==> config.mk <==
export PLATFORM = sky130hd
export DESIGN_NAME = bl_sel_decoder
export DESIGN_NICKNAME = d
export VERILOG_FILES = /design/src/rtl/bl_sel_decoder_pkg.sv /design/src/rtl/bl_sel_decoder_delay_cnt.sv /design/src/rtl/bl_sel_decoder.sv
export SDC_FILE = /design/constraint.sdc
export NUM_CORES = 1
export LEC_CHECK = 0
export BUFFER_PORTS_ARGS = -buffer_cell sky130_fd_sc_hd__buf_2
export CAP_MARGIN = 10
export CORE_ASPECT_RATIO = 2
export CORE_MARGIN = 2
export CORE_UTILIZATION = 30
export CTS_BUF_LIST = sky130_fd_sc_hd__clkbuf_8
export DETAILED_ROUTE_END_ITERATION = 16
export SLEW_MARGIN = 25
export SYNTH_ARGS = -nofsm -noshare
export SYNTH_HDL_FRONTEND = slang
export SYNTH_HIERARCHICAL = 1
export SYNTH_SLANG_ARGS = --single-unit
==> constraint.sdc <==
create_clock -name clk -period 3.1 [get_ports clk]
set_clock_uncertainty 0.05 [all_clocks]
set_input_delay 0 -clock clk [delete_from_list [all_inputs] [get_ports clk]]
set_output_delay 0 -clock clk [all_outputs]
set_load 0.005 [all_outputs]
==> src/rtl/bl_sel_decoder_pkg.sv <==
// bl_pkg: shared types and constants for the bit-line select decoder.
//   state_e - decoder FSM states
//   dly_t   - 4-bit dead-time / settle count
//   ld_val  - converts a cycle count into the down-counter load value
package bl_pkg;
    localparam int BL_WIDTH      = 8;
    localparam int BL_ADDR_WIDTH = 3;
    localparam int DLY_WIDTH     = 4;
    typedef logic [DLY_WIDTH-1:0] dly_t;
    typedef enum logic [1:0] {IDLE, GAP, DRIVE, HOLD} state_e;
    // The state is left on the edge where the count is already zero,
    // so an N-cycle interval loads N-1.
    function automatic dly_t ld_val(int n);
        return (n == 0) ? '0 : dly_t'(n - 1);
    endfunction
endpackage

==> src/rtl/bl_sel_decoder_delay_cnt.sv <==
// bl_delay_cnt: loadable 4-bit down-counter shared by dead time and settling.
//   clk        - clock
//   rst_n_i    - asynchronous active-low reset
//   load_i     - load load_val_i this edge (wins over decrement)
//   load_val_i - value to load
//   zero_o     - count is zero; the counter holds at zero
module bl_delay_cnt
    import bl_pkg::*;
(
    input  logic clk,
    input  logic rst_n_i,
    input  logic load_i,
    input  dly_t load_val_i,
    output logic zero_o
);
    dly_t cnt_q, cnt_d;
    always_comb cnt_d = load_i ? load_val_i : (zero_o ? cnt_q : cnt_q - 1'b1);
    always_ff @(posedge clk or negedge rst_n_i) begin
        if (!rst_n_i) cnt_q <= '0;
        else          cnt_q <= cnt_d;
    end
    assign zero_o = (cnt_q == '0);
endmodule

==> src/rtl/bl_sel_decoder.sv <==
// bl_sel_decoder: converts the gated EN + A2..A0 bus into a registered one-hot
// bit-line select with break-before-make dead time and a settle-qualified valid.
//   clk        - clock
//   Reset      - asynchronous active-low reset
//   EN_in      - select enable
//   A2_in..A0_in - bit-line address, MSB first
//   BL_sel     - one-hot bit-line select (registered)
//   sel_addr   - latched address
//   sel_valid  - selected line has driven for SETTLE_CYCLES
//   busy       - in dead time or settling
//   switch_cnt - saturating count of completed selections; present only when
//                BL_SEL_SWITCH_CNT_EN is defined
module bl_sel_decoder
    import bl_pkg::*;
#(
    parameter int GAP_CYCLES    = 1,
    parameter int SETTLE_CYCLES = 4
) (
    input  logic                     clk,
    input  logic                     Reset,
    input  logic                     EN_in,
    input  logic                     A2_in,
    input  logic                     A1_in,
    input  logic                     A0_in,
    output logic [BL_WIDTH-1:0]      BL_sel,
    output logic [BL_ADDR_WIDTH-1:0] sel_addr,
    output logic                     sel_valid,
`ifdef BL_SEL_SWITCH_CNT_EN
    output logic                     busy,
    output logic [15:0]              switch_cnt
`else
    output logic                     busy
`endif
);
    localparam dly_t GAP_LD = ld_val(GAP_CYCLES);
    localparam dly_t SET_LD = ld_val(SETTLE_CYCLES);
    state_e                   state_q, state_d;
    logic [BL_ADDR_WIDTH-1:0] addr, addr_q, addr_d;
    logic [BL_WIDTH-1:0]      bl_q, bl_d;
    logic                     valid_q, valid_d, busy_q, busy_d;
    logic                     ld, cnt_zero;
    dly_t                     ld_v;
    assign addr = {A2_in, A1_in, A0_in};
    bl_delay_cnt u_cnt (
        .clk        (clk),
        .rst_n_i    (Reset),
        .load_i     (ld),
        .load_val_i (ld_v),
        .zero_o     (cnt_zero)
    );
    // Disable beats everything; a new or changed address (re)starts the
    // sequence from the dead time, which also covers relatch inside GAP.
    always_comb begin
        state_d = state_q;
        addr_d  = addr_q;
        ld      = 1'b0;
        ld_v    = GAP_LD;
        if (!EN_in) begin
            state_d = IDLE;
        end else if (state_q == IDLE || addr != addr_q) begin
            addr_d  = addr;
            ld      = 1'b1;
            state_d = (GAP_CYCLES == 0) ? DRIVE : GAP;
            ld_v    = (GAP_CYCLES == 0) ? SET_LD : GAP_LD;
        end else if (state_q == GAP && cnt_zero) begin
            state_d = DRIVE;
            ld      = 1'b1;
            ld_v    = SET_LD;
        end else if (state_q == DRIVE && cnt_zero) begin
            state_d = HOLD;
        end
        // Outputs are decoded from the next state so they register glitch-free
        // and clear on the same edge that leaves DRIVE/HOLD.
        bl_d    = (state_d == DRIVE || state_d == HOLD) ? BL_WIDTH'(1) << addr_d : '0;
        valid_d = (state_d == HOLD);
        busy_d  = (state_d == GAP || state_d == DRIVE);
    end
    always_ff @(posedge clk or negedge Reset) begin
        if (!Reset) begin
            state_q <= IDLE;
            addr_q  <= '0;
            bl_q    <= '0;
            valid_q <= 1'b0;
            busy_q  <= 1'b0;
        end else begin
            state_q <= state_d;
            addr_q  <= addr_d;
            bl_q    <= bl_d;
            valid_q <= valid_d;
            busy_q  <= busy_d;
        end
    end
    assign BL_sel    = bl_q;
    assign sel_addr  = addr_q;
    assign sel_valid = valid_q;
    assign busy      = busy_q;
`ifdef BL_SEL_SWITCH_CNT_EN
    logic [15:0] sw_q;
    always_ff @(posedge clk or negedge Reset) begin
        if (!Reset)                                                  sw_q <= '0;
        else if (state_q == DRIVE && state_d == HOLD && sw_q != 16'hFFFF) sw_q <= sw_q + 16'd1;
    end
    assign switch_cnt = sw_q;
`endif
endmodule
==> qor.yml, run 1 <==
critical_path:
  crit_type: "reg -> reg"
  crit_slowest_cell: "or2_2"
  r2r-start: "u_cnt/cnt_q[0]"
  path_cells: "inv_1 -> ha_1 -> nor3b_4 -> and3b_1 -> a21oi_1 -> o21a_1 -> ha_1 -> or2_2 -> nand4_1 -> mux2i_1"
  crit_path_start_kind: "flop"
  r2r-end: "BL_sel[3]"
  path_max_fanout: 16
  cp_common_cell: "ha_1"
  max_stage_delay_ps: 420
  cp_data_required_time_ps: 3170
  endpoint_kind: "flop"
  cp.arrival_ps: 2580
  reg2reg_depth: 10
  reg2reg_setup_slack_ps: 600
run_status:
  outcome: "complete, no violations"
yosys:
  synth_area_leaders: "dfrtp_1 (46%), mux2i_1 (9.6%), nand3_1 (6.2%)"
  ys_types: 29
  synth_compound_area_share_pct: 7.90
  synth-xor-area-share_pct: 3.35
  synth.ff_latch_count: 19
  synth_seq_area_share_pct: 45.5
  synth-adder-area-share_pct: 3.59
  synth_area_leader_cell: "dfrtp_1"
  synthCells: 97
  syn_area_mm2: 0.00104
  synth_edf_count: 0
  async_flop_share_pct: 100
  synth_common_cells: "dfrtp_1 (19), nand3_1 (13), mux2i_1 (10), inv_1 (5)"
  ys_warn_count: 6
  synth.most_common_cell: "dfrtp_1"
  synth_flop_cell: "dfrtp_1"
  muxShareOfSynthArea_pct: 15.0
  syn_area_per_cell_um2: 10.8
  synth_top_area_share_pct: 45.5
  synth-simple-area-share_pct: 20.4
  synth_top_family_by_area: "simple AND/OR/NAND/NOR gates"
route:
  drcViolationCount: 0
  drt-initial-drc-count: 2
  wirelength_um: 1940
  via_per_inst: 5.01
  drtAntennaViolNets: 0
  num_vias: 746
  wl_per_cell_um: 13.0
  dr.pass1.iters: 3
global_route:
  groute.usage.overall_pct: 11.6
  antenna_found_initial: 0
  grt_pass1_wl_um: 3390
  grt_max_degree: 20
  grt_pass1_vias: 789
  grt-ovfl-total: 0
clock_network:
  clkSinkCount: 19
  numCtsBuffers: 3
  cts_tree: "done"
  cts_htree_levels: 1
  clk_root_buffer_cell: "clkbuf_8"
  max-clock-path-buffers: 2
  clk_latency_ps: 250
  clk_pin_slew_ps: 70
floorplanning:
  initial_core_util_pct: 30.9
  rows: 30
  die_h_um: 87.5
  die_w_um: 45.7
  design.core.area_mm2: 0.00338
  num_io_pins: 19
  die_area_mm2: 0.00400
pwr:
  p_leak_nw: 0.570
  ir_drop_uv: 258
  p_per_area_mw_per_mm2: 551
run:
  maxCapViolCount: 0
sta:
  setup-violations-final: 0
  slew_viol_final: 0
  setup_tns_ps: 0
  fin_crit_sh_pct: 80.8
  fin_hold_ws_ps: 11.6
  min_period_ps: 2500
  finalWorstSetupSlack_ps: 596
  rsz0062_at_grt: "no"
  fmax_mhz: 399
  hold_viol: 0
place:
  place_inst: 144
  hpwl_um: 1510
  place_ws_ps: 615
  placed_cell_area_mm2: 0.00116
  place_congestion: 0.707
  portBuffers: 18
final_layout:
  final.fill_count: 352
  final_nets: 127
  final_area_mm2: 0.00122
  area_delta_synth_final_pct: 16.4
  num_antenna_cells: 0
  finalNonFillerCells: 149
  drive_gt1_share_pct: 24.8
worst_hold_path:
  hold-path-endpoint: "BL_sel[7]"
  hold_start: "A0_in"
  min_path_type: "in -> reg"
  whs_path_depth: 3
==> final cells by class <==
class | instances | area, um2 | share of cell area [%]
Inverter | 6 | 22.5 | 1.85
Tap cell | 32 | 40.0 | 3.29
Multi-Input combinational cell | 69 | 532 | 43.7
Clock buffer | 3 | 41.3 | 3.40
Timing Repair Buffer | 19 | 100 | 8.23
Sequential cell | 19 | 475 | 39.1
Clock inverter | 1 | 5.00 | 0.412
==> registers in the layout, summed over array words and instances, names as in the netlist <==
name	count
sel_addr	3
sel_valid	1
BL_sel	8
state_q	2
u_cnt/cnt_q	4
busy	1
==> routing by layer <==
metal	GRT usage, %	vias to the layer above	part of all wire, %
li1	-	376	-
met1	12.5	350	41
met2	20.5	16	53
met3	1.87	4	2.8
met4	6.23	0	2.7
met5	0	-	0
==> layout by cell type, fill, tap and decap left out, drive strengths merged, types with 2 or more instances in the layout <==
cell,instances
buf,18
clkbuf,3
nor3,3
nor2,3
conb,2
o21ai,3
or2,2
a21oi,3
mux2,3
o21a,2
nor2b,3
xnor2,4
and2b,2
nand4,4
clkinv,2
nand3,13
nand2,2
mux2i,11
inv,5
dfrtp,19
ha,3
nor3b,3
==> timing repair <==
item,4_1_cts,5_1_grt
hold buffers,1,0
setup endpoints to repair,0,0
buffers inserted,0,0
hold endpoints to repair,19,0
gates resized for setup,0,0
==> cells by family after synthesis <==
family / Yosys count
other: 1
DFF: 19
and+or+nand+nor: 36
muxes: 14
adders and majority gates: 3
xor gates and xnor gates: 4
AOI/OAI and AO/OA: 10
buffers and inverters: 10
==> how the worst max path moves through the flow <==
stage                              start        end  slack, ps  cells past startpoint
final                     u_cnt/cnt_q[0]  BL_sel[3]        600                     10
after global routing      u_cnt/cnt_q[0]  BL_sel[4]        410                     10
after CTS                 u_cnt/cnt_q[0]  BL_sel[0]        600                     10
after detailed placement  u_cnt/cnt_q[0]  BL_sel[7]        620                     10
after global placement    u_cnt/cnt_q[0]  BL_sel[7]        680                     10
after floorplan           u_cnt/cnt_q[0]  BL_sel[4]        580                     12
==> power breakdown <==
| group | switching (mW) | total, mW | internal (mW) | leakage (nW) |
|---|---|---|---|---|
| sequential | 0.0281 | 0.303 | 0.275 | 0.248 |
| combinational | 0.0986 | 0.194 | 0.0950 | 0.296 |
| clock | 0.0841 | 0.173 | 0.0893 | 0.0255 |
==> per-stage QoR <==
stage	total power, mW	util (%)
finish	0.670	36.0
global route	0.720	36.0
CTS	0.677	36.0
detailed placement	0.502	34.3
global placement	0.493	34.3
floorplan	0.459	-
==> critical path, delay by kind of cell, from the launching register on <==
family | cells | cell delay (ps)
simple gates | 4 | 1110
fa+ha+maj | 2 | 400
buf+inv | 1 | 90
compound gates | 2 | 250
mux | 1 | 80
flops | 1 | 380
No activity file was read; power rests on OpenSTA's default activity.
==> inputs of run 2 (changes only) <==
--- a/config.mk
+++ b/config.mk
@@ -5,6 +5,7 @@
 export SDC_FILE = /design/constraint.sdc
 export NUM_CORES = 1
 export LEC_CHECK = 0
+export ABC_AREA = 1
 export BUFFER_PORTS_ARGS = -buffer_cell sky130_fd_sc_hd__buf_2
 export CAP_MARGIN = 10
 export CORE_ASPECT_RATIO = 2
==> constraint.sdc (replaced) <==
create_clock -name clk -period 2 [get_ports clk]
set_clock_uncertainty 0.05 [all_clocks]
set_input_delay 0 -clock clk [delete_from_list [all_inputs] [get_ports clk]]
set_output_delay 0 -clock clk [all_outputs]
set_load 0.005 [all_outputs]
==> run 2 against run 1 <==
Worst setup slack worse by 580 ps. Synthesized cell count rose by 21%. Largest cell class is now flip-flops and latches. Fmax increased by 26%. Combinational power is 97% higher. Critical endpoint is now BL_sel[0]. Critical path type unchanged. Sequential share of layout area decreased by 2.5 points. Sequential cell count unchanged. Clock power grew 57%. Worst hold slack gained 110 ps. Global-route usage decreased by 0.50 points. Critical path depth grew 2.
==> qor.yml, run 2 <==
yosys:
  synth_seq_area_share_pct: 49.9
  synth_area_leader_cell: "dfrtp_1"
  syn_area_per_cell_um2: 8.14
  ys_types: 19
  ys_warn_count: 6
  syn_area_um2: 952
  synth.most_common_cell: "nand2_1"
  synth_top_area_share_pct: 49.9
  async_flop_share_pct: 100
  synth.ff_latch_count: 19
  synth_area_leaders: "dfrtp_1 (50%), nand2_1 (13%), inv_1 (8.3%)"
  synth_edf_count: 0
  synth_flop_cell: "dfrtp_1"
  synthCells: 117
  synth_common_cells: "nand2_1 (32), inv_1 (21), dfrtp_1 (19), nor2_1 (15), o21ai_0 (6)"
clock_network:
  cts_htree_levels: 1
  max-clock-path-buffers: 2
  cts_tree: "done"
  numCtsBuffers: 3
  clk_pin_slew_ps: 70
  clk_root_buffer_cell: "clkbuf_8"
  clk_latency_ps: 260
  clkSinkCount: 19
worst_hold_path:
  min_path_type: "in -> reg"
  whs_path_depth: 3
  hold_start: "EN_in"
  hold-path-endpoint: "sel_addr[2]"
critical_path:
  max_stage_delay_ps: 400
  r2r-end: "BL_sel[0]"
  reg2reg_setup_slack_ps: 10
  cp_data_required_time_ps: 2130
  reg2reg_depth: 12
  path_max_fanout: 4
  cp.arrival_ps: 2120
  cp_common_cell: "inv_2"
  crit_path_start_kind: "flop"
  r2r-start: "u_cnt/cnt_q[1]"
  endpoint_kind: "flop"
  cp.buffers_inverters: 3
  crit_slowest_cell: "dfrtp_1"
  crit_type: "reg -> reg"
  path_delay_family: "simple AND/OR/NAND/NOR gates"
  path_cells: "inv_2 -> ha_4 -> nand2_2 -> inv_2 -> nand3_4 -> inv_2 -> o21ai_1 -> nor2_2 -> ha_2 -> or2_4 -> o211ai_1 -> nor2_1"
global_route:
  groute.usage.overall_pct: 11.1
  grt_max_degree: 20
  grt-ovfl-total: 0
  antenna_found_initial: 0
  grt_pass1_vias: 745
  grt_pass1_wl_um: 3120
final_layout:
  area_delta_synth_final_pct: 36.3
  largest_reg_flops: 8
  final_area_mm2: 0.00130
  final_nets: 163
  final.fill_count: 296
  num_antenna_cells: 0
  layout_commonest_cell: "nand2_1"
  drive_gt1_share_pct: 35.9
  final_cell_mix: "nand2_1 (30), dfrtp_1 (19), buf_2 (18)"
sta:
  slew_viol_final: 0
  rsz0062_at_grt: "yes"
  fin_crit_sh_pct: 99.3
  setup-violations-final: 0
  fmax_mhz: 503
  setup_tns_ps: 0
  finalWorstSetupSlack_ps: 13.8
  min_period_ps: 1990
  hold_viol: 0
route:
  wl_per_cell_um: 11.1
  wirelength_um: 2040
  drt-initial-drc-count: 19
  dr.pass1.iters: 4
  drcViolationCount: 0
  drtAntennaViolNets: 0
  num_vias: 849
  via_per_inst: 4.61
pwr:
  ir_drop_uv: 557
  p_total_mw: 1.10
  p_leak_nw: 0.715
  p_per_area_mw_per_mm2: 851
place:
  portBuffers: 18
  place_ws_ps: -74.1
  hpwl_um: 1360
  placed_cell_area_mm2: 0.00111
  place_congestion: 0.797
run_status:
  outcome: "complete, no violations"
floorplanning:
  die_h_um: 83.7
  rows: 29
  design.core.area_mm2: 0.00308
  num_io_pins: 19
  die_area_mm2: 0.00367
  initial_core_util_pct: 30.9
  die_w_um: 43.8
run:
  maxCapViolCount: 0
==> run 2: area by class of cell <==
class                           count  area, um2  share of cell area (%)
Inverter                           22       82.6                    6.36
Clock inverter                      1       7.51                   0.579
Multi-Input combinational cell     76        443                    34.1
Sequential cell                    19        475                    36.6
Tap cell                           31       38.8                    2.99
Clock buffer                        3       41.3                    3.18
Timing Repair Buffer               32        209                    16.1
==> run 2: timing repair <==
| action | 4_1_cts | 5_1_grt |
|---|---|---|
| endpoints found under the setup margin | 4 | 8 |
| setup buffers | 1 | 4 |
| resized for setup | 6 | 15 |
| hold buffers | 4 | 0 |
| pin swaps | 3 | 8 |
| endpoints found under the hold margin | 22 | 0 |
==> run 2: logic make-up (layout without fill, tap and decap cells) <==
group | Yosys count | after routing | synth area share [%]
AND/OR/NAND/NOR | 59 | 59 | 27.3
flip-flops | 19 | 19 | 49.9
other | 1 | 2 | 0.394
adder cells (fa/ha/maj) | 3 | 3 | 3.94
buffers and inverters | 23 | 58 | 9.86
AO/OA/AOI/OAI | 12 | 12 | 8.54
==> run 2: routing by layer <==
metal	wire length, um	track usage (%)	vias to the layer above	share of wire (%)
li1	-	-	422	-
met2	1000	15.9	29	49
met3	118	2.16	8	5.8
met1	832	14.5	390	41
met5	0	0	-	0
met4	80	7.99	0	3.9
==> run 2: worst min-delay path: stages <==
cell,delay (ps)
buf_2,220
nand2_4,100
o21ai_2,60
==> run 2: where the power goes <==
group          switching [mW]  total (mW)  internal, mW  leakage [nW]
sequential             0.0270       0.451         0.424         0.248
combinational           0.198       0.382         0.184         0.445
clock                   0.131       0.271         0.140        0.0217
==> run 2: worst max-delay path by stage <==
stage | depth (start not counted) | start | to | slack, ps
floorplan | 13 | u_cnt/cnt_q[0] | BL_sel[0] | 40
global placement | 13 | u_cnt/cnt_q[0] | BL_sel[3] | -20
detailed placement | 13 | u_cnt/cnt_q[0] | BL_sel[2] | -70
CTS | 13 | u_cnt/cnt_q[0] | BL_sel[0] | 4
global route | 12 | u_cnt/cnt_q[1] | BL_sel[0] | -120
finish | 12 | u_cnt/cnt_q[1] | BL_sel[0] | 10
==> run 2: metrics by stage <==
step / std cells / util, % / hold WS [ps]
final: 184 / 42.1 / 124
after global routing: 184 / 42.1 / 125
after CTS: 180 / 39.6 / 106
after detailed placement: 171 / 36.0 / -83.0
after global placement: 171 / 36.0 / -88.1
after floorplan: 118 / - / -346
==> inputs of run 3 (changes only) <==
--- a/config.mk
+++ b/config.mk
@@ -16,5 +16,4 @@
 export SLEW_MARGIN = 25
 export SYNTH_ARGS = -nofsm -noshare
 export SYNTH_HDL_FRONTEND = slang
-export SYNTH_HIERARCHICAL = 1
 export SYNTH_SLANG_ARGS = --single-unit
==> constraint.sdc (replaced) <==
create_clock -name clk -period 2.5 [get_ports clk]
set_clock_uncertainty 0.05 [all_clocks]
set_input_delay 0 -clock clk [delete_from_list [all_inputs] [get_ports clk]]
set_output_delay 0 -clock clk [all_outputs]
set_load 0.005 [all_outputs]
==> run 3 against run 2 <==
The flow now finishes with violations (negative hold slack). Die area decreased by 7.6%. Worst setup slack improved by 410 ps. Register-to-register slack gained 410 ps. Sequential cell count unchanged. Global-route usage increased by 0.21 points. First-iteration DRC count is 95% lower. Wire length decreased by 22%. Combinational power is 31% lower. Worst hold slack got worse by 130 ps. Synthesized area is 8.1% lower. Fmax fell by 4.3%. Synthesized cell count fell by 11%. Critical endpoint is now BL_sel[6]. Largest power group unchanged.
==> qor.yml, run 3 <==
clock_network:
  ctsResizeCount: 0
  holdBufCountCts: 3
  postCtsSetupBuffers: 0
  cts_htree_levels: 1
  max-clock-path-buffers: 2
  clk_root_buffer_cell: "clkbuf_8"
  numCtsBuffers: 3
  clkSinkCount: 19
  cts_tree: "done"
  clk_pin_slew_ps: 80
  clk_latency_ps: 260
place:
  portBuffers: 18
  place_congestion: 0.739
  hpwl_um: 1270
  placed_cell_area_um2: 993
final_layout:
  regArea_um2: 475
  area_delta_synth_final_pct: 22.3
  num_antenna_cells: 0
  final_area_mm2: 0.00107
  drive_gt1_share_pct: 24.2
  final_cell_mix: "nand2_1 (26), dfrtp_1 (19), inv_1 (19)"
  final_nets: 138
  final.fill_count: 305
  layout_commonest_cell: "nand2_1"
  multi_input_area_um2: 313
  largest_reg_flops: 8
yosys:
  synth_area_leader_cell: "dfrtp_1"
  synth_top_area_share_pct: 54.4
  synthCells: 104
  synth_seq_area_share_pct: 54.4
  syn_area_um2: 875
  synth_flop_cell: "dfrtp_1"
  syn-num-nets: 113
  syn_area_per_cell_um2: 8.41
  synth.ff_latch_count: 19
  async_flop_share_pct: 100
  ys_types: 17
  synth_area_leaders: "dfrtp_1 (54%), nand2_1 (11%), inv_1 (8.2%)"
  ys_warn_count: 0
  synth_edf_count: 0
  synth_common_cells: "nand2_1 (26), dfrtp_1 (19), inv_1 (19), nor2_1 (15), nand3_1 (6)"
  synth.most_common_cell: "nand2_1"
global_route:
  grtUsageMet3_pct: 1.80
  grt_max_degree: 20
  grtUsageMet2_pct: 19.5
  antenna_found_initial: 0
  groute.usage.overall_pct: 11.4
  grt-ovfl-total: 0
  grt-busiest-layer: "met2"
  grt_pass1_wl_um: 2840
  grtUsageMet1_pct: 12.1
  grt_pass1_vias: 688
critical_path:
  crit_start: "u_cnt.cnt_q[0]"
  cp.arrival_ps: 2170
  max_stage_delay_ps: 380
  path_delay_family: "simple AND/OR/NAND/NOR gates"
  endpoint_kind: "flop"
  crit_type: "reg -> reg"
  reg2reg_setup_slack_ps: 430
  path_cells: "inv_1 -> ha_1 -> nand2_2 -> inv_2 -> nand2_2 -> nand2_1 -> inv_1 -> o21ai_2 -> inv_2 -> ha_1 -> or2_2 -> nand2_1 -> nor2_1"
  path_max_fanout: 5
  crit_path_start_kind: "flop"
  cp.buffers_inverters: 4
  r2r-start: "u_cnt.cnt_q[0]"
  crit_slowest_cell: "dfrtp_1"
  cp_data_required_time_ps: 2600
floorplanning:
  initial_core_util_pct: 31.6
  num_io_pins: 19
  design.core.area_mm2: 0.00277
  die_area_mm2: 0.00339
  die_w_um: 42.2
  die_h_um: 80.4
  rows: 27
sta:
  max_slew.worst_pin.slew_ps: 430
  fin_crit_sh_pct: 83.0
  fmax_mhz: 482
  slew_viol_final: 0
  setup_tns_ps: 0
  relSlewSlack_pct: 71.3
  min_period_ps: 2070
  fin_hold_ws_ps: -3.10
  setup-violations-final: 0
  rsz0062_at_grt: "no"
  hold_viol: 1
worst_hold_path:
  min_path_type: "in -> reg"
  hold_start: "A1_in"
run:
  maxCapViolCount: 0
route:
  wl_per_cell_um: 10.1
  wirelength_um: 1590
  dr.pass1.iters: 3
  drt-initial-drc-count: 1
  num_vias: 688
  drcViolationCount: 0
  via_per_inst: 4.38
  drtAntennaViolNets: 0
pwr:
  p_per_area_mw_per_mm2: 791
  ir_drop_uv: 448
  p_leak_nw: 0.626
run_status:
  violations: "negative hold slack"
  outcome: "complete, but fails checks"
## run 3: changes by cell type in the layout (fill, tap and decap cells not counted), sizes merged, moves of 2 or more
cell,change
buf,-10
conb,-2
nand2,-8
o21ai,-4
## run 3: final cells by class
class	instances	area share, %
tap	29	3.39
multi-input combinational	63	29.2
inverter	21	7.37
clock inverter	1	0.468
timing repair buffer	21	11.2
clock buffer	3	3.86
sequential	19	44.4
## run 3: kinds of logic (layout without fill, tap and decap cells)
group	count (synthesis)	in the layout	synth area share (%)
AND/OR/NAND/NOR	52	52	24.6
buffers and inverters	22	46	9.87
flip-flops	19	19	54.4
AO/OA/AOI/OAI	6	6	4.72
adder cells (fa/ha/maj)	3	3	4.29
XOR/XNOR	1	1	1.00
multiplexers	1	1	1.14
## run 3: report_power, final
part	switching [mW]	internal, mW
registers	0.0232	0.340
logic	0.158	0.104
clock network	0.109	0.111
## run 3: final timing paths
check,end,cells past startpoint
worst max-delay path,BL_sel[6],13
worst min-delay path,sel_addr[1],3
worst max register to register,BL_sel[6],13
worst min register to register,sel_addr[1],2
max in group asynchronous,BL_sel[1],2
min in group asynchronous,u_cnt.cnt_q[2],2
## run 3: layer usage
metal | vias to the layer above | share of wire, %
li1 | 357 | -
met1 | 315 | 39
met2 | 12 | 54
met3 | 4 | 4.3
met4 | 0 | 2.8
met5 | - | 0
## run 3: worst reg2reg max path, cell delays in order (launching register included)
cell and delay, ps:
dfrtp_1 380, inv_1 90, ha_1 220, nand2_2 90, inv_2 90, nand2_2 50, nand2_1 60, inv_1 40
o21ai_2 130, inv_2 50, ha_1 200, or2_2 310, nand2_1 140, nor2_1 70
## run 3: per-stage QoR
| stage | setup slack [ps] | cells | hold WS [ps] | util, % | total power [mW] |
|---|---|---|---|---|---|
| after floorplan | 570 | 104 | -346 | - | 0.578 |
| after global placement | 455 | 150 | -94.2 | 35.9 | 0.626 |
| after detailed placement | 424 | 150 | -84.7 | 35.9 | 0.634 |
| after CTS | 407 | 157 | 1.79 | 38.6 | 0.856 |
| after global routing | 172 | 157 | 30.6 | 38.6 | 0.919 |
| final | 425 | 157 | -3.10 | 38.6 | 0.846 |
